[src/rtl/mmio_acquire_arbiter.sv]
// mmio_acquire_arbiter
// Shares the MMIO manager's inner TileLink port between two uncached clients
// (client 0 = core data port, client 1 = debug/system-bus port).
// The acquire channel is arbitrated round-robin (or fixed priority) and is
// locked to one client for the whole of a multibeat put-block burst.
// Grants are steered back by m_gnt_client_id; finishes are merged with
// client 0 taking priority.
// Optional build macro MMIO_ARB_STATS_EN adds per-client acquire counters and
// a counter of cycles the lock owner spent stalled mid-burst.
// Acquire bundle layout (109 bits, MSB..LSB): [108:83] block address and
// transaction id, [82:80] addr_beat, [79] is_builtin_type, [78:76] a_type,
// [75:64] union, [63:0] data.

module mmio_acquire_arbiter #(
  parameter logic [2:0] LAST_BEAT     = 3'd7,
  parameter bit         RR_EN_DEFAULT = 1'b1
) (
  input  logic         clk,
  input  logic         reset,
  input  logic         c0_acq_valid,
  output logic         c0_acq_ready,
  input  logic [108:0] c0_acq_bits,
  input  logic         c1_acq_valid,
  output logic         c1_acq_ready,
  input  logic [108:0] c1_acq_bits,
  output logic         c0_gnt_valid,
  input  logic         c0_gnt_ready,
  output logic         c1_gnt_valid,
  input  logic         c1_gnt_ready,
  output logic [74:0]  gnt_bits,
  input  logic         c0_fin_valid,
  output logic         c0_fin_ready,
  input  logic [1:0]   c0_fin_id,
  input  logic         c1_fin_valid,
  output logic         c1_fin_ready,
  input  logic [1:0]   c1_fin_id,
  output logic         m_acq_valid,
  input  logic         m_acq_ready,
  output logic [108:0] m_acq_bits,
  output logic         m_acq_client_id,
  input  logic         m_gnt_valid,
  output logic         m_gnt_ready,
  input  logic [74:0]  m_gnt_bits,
  input  logic         m_gnt_client_id,
  output logic         m_fin_valid,
  input  logic         m_fin_ready,
  output logic [1:0]   m_fin_id
`ifdef MMIO_ARB_STATS_EN
  ,
  output logic [15:0]  c0_acq_count,
  output logic [15:0]  c1_acq_count,
  output logic [15:0]  lock_cycles
`endif
);

  typedef enum logic {ST_IDLE = 1'b0, ST_LOCKED = 1'b1} state_t;

  state_t       r_state;
  logic         r_owner;
  logic         r_rr_last;

  logic         w_sel;
  logic         w_sel_valid;
  logic [108:0] w_sel_bits;
  logic         w_fire;
  logic         w_mb;
  logic [2:0]   w_beat;
  logic         w_fin_sel;

  // Pick which client drives the acquire channel this cycle.
  always_comb begin
    w_sel = 1'b0;
    case (r_state)
      ST_LOCKED: w_sel = r_owner;
      ST_IDLE: begin
        if (c0_acq_valid && c1_acq_valid) begin
          if (RR_EN_DEFAULT) begin
            w_sel = ~r_rr_last;
          end else begin
            w_sel = 1'b0;
          end
        end else if (c1_acq_valid) begin
          w_sel = 1'b1;
        end else begin
          w_sel = 1'b0;
        end
      end
      default: w_sel = 1'b0;
    endcase
  end

  assign w_sel_valid     = w_sel ? c1_acq_valid : c0_acq_valid;
  assign w_sel_bits      = w_sel ? c1_acq_bits  : c0_acq_bits;
  assign w_fire          = w_sel_valid && m_acq_ready;
  assign w_beat          = w_sel_bits[82:80];
  assign w_mb            = w_sel_bits[79] && (w_sel_bits[78:76] == 3'd3);

  assign m_acq_valid     = w_sel_valid;
  assign m_acq_bits      = w_sel_bits;
  assign m_acq_client_id = w_sel;
  assign c0_acq_ready    = ~w_sel & m_acq_ready;
  assign c1_acq_ready    =  w_sel & m_acq_ready;

  // Lock state, lock owner and round-robin history, updated on acquire fires.
  always_ff @(posedge clk) begin
    if (reset) begin
      r_state   <= ST_IDLE;
      r_owner   <= 1'b0;
      r_rr_last <= 1'b1;
    end else begin
      case (r_state)
        ST_IDLE: begin
          if (w_fire) begin
            r_rr_last <= w_sel;
            if (w_mb && (w_beat == 3'd0)) begin
              r_state <= ST_LOCKED;
              r_owner <= w_sel;
            end
          end
        end
        ST_LOCKED: begin
          if (w_fire && (w_beat == LAST_BEAT)) begin
            r_state <= ST_IDLE;
          end
        end
        default: r_state <= ST_IDLE;
      endcase
    end
  end

  // Grant steering: no buffering, the destination client's ready is returned.
  assign c0_gnt_valid = m_gnt_valid & ~m_gnt_client_id;
  assign c1_gnt_valid = m_gnt_valid &  m_gnt_client_id;
  assign m_gnt_ready  = m_gnt_client_id ? c1_gnt_ready : c0_gnt_ready;
  assign gnt_bits     = m_gnt_bits;

  // Finish merge: client 1 is chosen only when client 0 has nothing to send.
  assign w_fin_sel    = ~c0_fin_valid & c1_fin_valid;
  assign m_fin_valid  = c0_fin_valid | c1_fin_valid;
  assign m_fin_id     = w_fin_sel ? c1_fin_id : c0_fin_id;
  assign c0_fin_ready = ~w_fin_sel & m_fin_ready;
  assign c1_fin_ready =  w_fin_sel & m_fin_ready;

`ifdef MMIO_ARB_STATS_EN
  logic [15:0] r_c0_cnt;
  logic [15:0] r_c1_cnt;
  logic [15:0] r_lock_cyc;
  logic        w_owner_valid;

  function automatic logic [15:0] sat_inc(input logic [15:0] v);
    return (v == 16'hFFFF) ? v : v + 16'd1;
  endfunction

  assign w_owner_valid = r_owner ? c1_acq_valid : c0_acq_valid;

  // Saturating activity counters: fires per client and stalled lock cycles.
  always_ff @(posedge clk) begin
    if (reset) begin
      r_c0_cnt   <= 16'd0;
      r_c1_cnt   <= 16'd0;
      r_lock_cyc <= 16'd0;
    end else begin
      if (w_fire && !w_sel) r_c0_cnt <= sat_inc(r_c0_cnt);
      if (w_fire &&  w_sel) r_c1_cnt <= sat_inc(r_c1_cnt);
      if ((r_state == ST_LOCKED) && !w_owner_valid) r_lock_cyc <= sat_inc(r_lock_cyc);
    end
  end

  assign c0_acq_count = r_c0_cnt;
  assign c1_acq_count = r_c1_cnt;
  assign lock_cycles  = r_lock_cyc;
`endif

endmodule
[config.mk]
export PLATFORM = sky130hd
export DESIGN_NAME = mmio_acquire_arbiter
export DESIGN_NICKNAME = d
export VERILOG_FILES = /design/src/rtl/mmio_acquire_arbiter.sv
export SDC_FILE = /design/constraint.sdc
export NUM_CORES = 1
export LEC_CHECK = 0
export CORE_AREA = 2 2 197 199
export CTS_BUF_LIST = sky130_fd_sc_hd__clkbuf_8
export DETAILED_ROUTE_END_ITERATION = 10
export DIE_AREA = 0 0 199 201
export GPL_ROUTABILITY_DRIVEN = 0
export PLACE_DENSITY = 0.46
export SLEW_MARGIN = 20
export SYNTH_ARGS = -nofsm -noshare
export SYNTH_HDL_FRONTEND = slang
export SYNTH_SLANG_ARGS = --single-unit
export TNS_END_PERCENT = 5
[constraint.sdc]
create_clock -name clk -period 4.5 [get_ports clk]
set_clock_uncertainty 0.05 [all_clocks]
set_input_delay 0.9 -clock clk [delete_from_list [all_inputs] [get_ports clk]]
set_output_delay 0.9 -clock clk [all_outputs]
set_load 0.05 [all_outputs]
# Word level (Yosys, flattened, before mapping)
# Cells that the tools add are included.
# W data, S select, Z words.
[totals] romBits=0 elab_cells=38 register_bits=3 latch_bits=0 output_inout_bits=196 mem_bits_rw=0 n_memories=0
[classes] eq_ne=2 order_cmp=0 n_div=0 n_mux=11 mul=0 n_shift=0 n_bitwise=14 n_reduce_logical=8 add_sub_neg=0
[op_table] operator="$mux W109" count=1
[op_table] operator="$and A1 B1 Y1" count=7
[op_table] operator="$mux W1" count=7
[op_table] operator="$not A1 Y1" count=6
[op_table] operator="$logic_and A1 B1 Y1" count=5
[op_table] operator="$pmux W1 S2" count=2
[op_table] operator="$eq A3 B2 Y1 const B" count=1
[op_table] operator="$eq A3 B3 Y1 const B" count=1
[op_table] operator="$logic_not A3 Y1" count=1
[op_table] operator="$reduce_and A3 Y1" count=1
[op_table] operator="$mux W2" count=1
[op_table] operator="$reduce_and A2 Y1" count=1
[op_table] operator="$or A1 B1 Y1" count=1

# Longest topological paths before layout
[logic_depth] word_depth=10 mapped_depth=5

# Worst setup path before layout
# Ideal clock, no wire load.
[synth_path] kind="input to output" startpoint="input c1_acq_valid" endpoint="output c1_acq_ready" path_slack_ps=1319 required_time_ps=3550 cell_stages=5 path_buffers=2 arrival_time_ps=2231 cell_sequence="a21boi_2 a21boi_4 buf_4 buf_4 nor2b_1"
[synth_between] elab_chain_len=4 elab_cells_between_ends=5
[synth_lines] item="start, declared" line="23" text="input logic c1_acq_valid,"
[synth_lines] item="$mux W1 or $logic_and A1 B1 Y1 (tied branches)" line="82, 76"
[synth_lines] item="$mux W1 *" line="76" text="if (c0_acq_valid && c1_acq_valid) begin"
[synth_lines] item="$pmux W1 S2 *" line="73" text="case (r_state)"
[synth_lines] item="$and A1 B1 Y1 *" line="102" text="assign c1_acq_ready = w_sel & m_acq_ready;"
[synth_lines] item="end, declared" line="24" text="output logic c1_acq_ready,"
# Mark *: on every way between the ends. The rest lies on a longest branch, timed or not.

# Final worst setup path
[layout_path] startpoint="input c0_acq_valid" endpoint="output m_acq_bits[1]"
[layout_between] elab_chain_len=4
[layout_lines] item="start, declared" line="20" text="input logic c0_acq_valid,"
[layout_lines] item="$logic_and A1 B1 Y1" line="76"
[layout_lines] item="$mux W1" line="76"
[layout_lines] item="$pmux W1 S2" line="73"
[layout_lines] item="$mux W109" line="93" text="assign w_sel_bits = w_sel ? c1_acq_bits : c0_acq_bits;"
[layout_lines] item="end, declared" line="39" text="output logic [108:0] m_acq_bits,"
# No other way between the ends.

==> impl_metrics.yaml <==
status:
  outcome: "finished clean"
sta:
  rsz0062_at_grt: "no"
  fin_crit_ns: 3.71
  worst_slew_pin_slew_ns: 0.855
  final.setup.tns_ns: 0
  timing.final.crit_share: 0.824
  hold_violations: 0
  relSlewSlack: 0.425
  setup_viol: 0
  setup_slack_ns: 0.792
  slew_viol_final: 0
  fmax_mhz: 270
cells_and_area:
  stdcell_count: 1026
  area_growth_syn_to_layout_pct: 155
  finish.utilization: 0.146
  drive_above_1_share: 0.460
  layout.nets: 817
clock_network:
  clk_latency_ns: 0.21
  clk_pin_slew_ns: 0.03
  cts.sinks: 3
  cts_hold_buffers: 0
  root_buffer: "clkbuf_8"
  cts_made_buffers: 3
  htree_levels: 1
  cts_resized: 0
  post_cts_buffers: 0
  cts_tree: "built"
  clk_path_buf_depth: 2
setup_path:
  cp.required_ns: 3.55
  startpoint_type: "input pin"
  path_max_fanout: 57
  arrival_ns: 2.76
  worstSetupPathType: "input pin to output port"
  end_kind: "output port"
run:
  max_cap_violations: 0
die:
  io-pin-count: 505
  coreArea_sq_um: 38100
  die_area_sq_um: 40000
  start_util: 0.0574
  fp.dieH_um: 201
  die_w_um: 199
  core.rowCount: 72
grt:
  overflow: 0
  grtUsageTotal: 0.0623
  grt_max_degree: 59
  grt_pass1_wl_um: 18100
  grt_pass1_vias: 2989
  antenna_found_initial: 3
worst_hold_path:
  hold_path_class: "register to register"
power_and_ir_drop:
  ir_worst_vdd_uv: 58.7
  p_per_area_nw_per_um2: 177
  power_leakage_nw: 2.11
placed_design:
  place_inst: 1021
  dp_hpwl_um: 12100
  dp_slack_ns: 0.788
  io_buffer_count: 354
synthesis:
  synthDistinctLibCells: 22
  synth_area_sq_um: 2190
  netlist_instances: 234
  synth_seq_area_share: 0.0275
  syn-num-nets: 543
  synth.avg_cell_area_sq_um: 9.35
  synth-warning-count: 0
  synth-seq-cells: 3
route:
  routedWlPerCell_um: 13.2
  routed_wirelength_um: 13600
  remaining_drc_errors: 0
  drt-pass1-iter-count: 4
  vias: 2823
  via_per_inst: 2.75
  ant_nets: 0
  drt_iter0_drc: 70
[through the flow]
| stage | instance area, sq um | hold slack (ns) | total power [W] |
|---|---|---|---|
| global placement | 5520 | 0.484 | 0.000919 |
| floorplan | 2190 | 0.449 | 0.000705 |
| global route | 5570 | 0.558 | 0.00103 |
| finish | 5570 | 0.495 | 0.000986 |
| CTS | 5570 | 0.493 | 0.00100 |
| detailed placement | 5520 | 0.489 | 0.000918 |
[registers in the layout (all words and copies together), names as in the netlist]
register / count
r_state: 1
r_rr_last: 1
r_owner: 1
[cell type report]
class / count / area, sq um
Fill cell: 4357 / 32500
Timing Repair Buffer: 356 / 3330
Multi-Input combinational cell: 142 / 1480
Tap cell: 518 / 648
Sequential cell: 3 / 60.1
Clock buffer: 3 / 41.3
Inverter: 2 / 7.51
Clock inverter: 1 / 3.75
Antenna cell: 1 / 2.50
[layer usage]
metal,GRT usage,wire length [um]
met5,0,14
met2,0.113,6680
met1,0.0623,4650
met4,0.0357,644
met3,0.0190,1580
[cells by family (layout without fill, tap and decap cells)]
logic type	after synthesis	in the layout	synth area share
muxes	114	114	0.586
buffers and inverters	89	362	0.297
AOI/OAI and AO/OA	10	10	0.0395
other	0	1	0
and+or+nand+nor	18	18	0.0492
DFF	3	3	0.0275
[worst paths after layout]
kind              depth (start not counted)              endpoint  slack [ns]                  from
setup reg to reg                          6    r_state$_SDFF_PP0_        2.59  r_owner$_SDFFE_PP0P_
hold reg to reg                           2  r_owner$_SDFFE_PP0P_        0.49  r_owner$_SDFFE_PP0P_
hold / removal                            2  r_owner$_SDFFE_PP0P_        0.49  r_owner$_SDFFE_PP0P_
setup / recovery                          6         m_acq_bits[1]        0.79          c0_acq_valid
[cells in the mapped netlist]
master / number / area share
nor2b_1: 5 / 0.014
and2_1: 3 / 0.0086
a31o_2: 1 / 0.0040
a311oi_1: 1 / 0.0040
mux2_2: 112 / 0.58
nand4b_1: 2 / 0.0080
a21boi_2: 1 / 0.0051
dfxtp_1: 3 / 0.027
buf_4: 83 / 0.28
buf_2: 4 / 0.0092
nand2_1: 2 / 0.0034
o211a_1: 1 / 0.0046
a21boi_4: 1 / 0.0086
a211o_1: 1 / 0.0040
nor2_1: 1 / 0.0017
a21oi_1: 4 / 0.0092
nand3_1: 2 / 0.0046
mux2i_1: 1 / 0.0046
mux2_1: 1 / 0.0051
nor4_1: 2 / 0.0057
or2_2: 1 / 0.0029
inv_1: 2 / 0.0034
[worst max-delay path, stage by stage]
cell and delay [ns]:
clkdlybuf4s50_1 0.54, a21boi_2 0.11, a21boi_4 0.22, buf_12 0.29, mux2_2 0.43, buf_4 0.20
[power breakdown]
| part | total, W | switching (W) | internal (W) |
|---|---|---|---|
| clock | 0.0000747 | 0.0000168 | 0.0000580 |
| sequential | 0.0000281 | 0.000000485 | 0.0000277 |
| combinational | 0.000884 | 0.000487 | 0.000397 |
| total | 0.000986 | 0.000504 | 0.000483 |
[cells in the final DEF, fill, tap and decap left out, types with 2 or more instances in the layout]
master / synthesis / final
clkdlybuf4s50_1: 0 / 242
mux2_2: 112 / 112
buf_4: 83 / 110
nor2b_1: 5 / 5
a21oi_1: 4 / 4
buf_12: 0 / 4
inv_1: 2 / 3
and2_1: 3 / 3
clkbuf_8: 0 / 3
dfxtp_1: 3 / 3
nand2_1: 2 / 2
nand4b_1: 2 / 2
nor4_1: 2 / 2
nand3_1: 2 / 2
No activity file was read; power rests on OpenSTA's default activity.
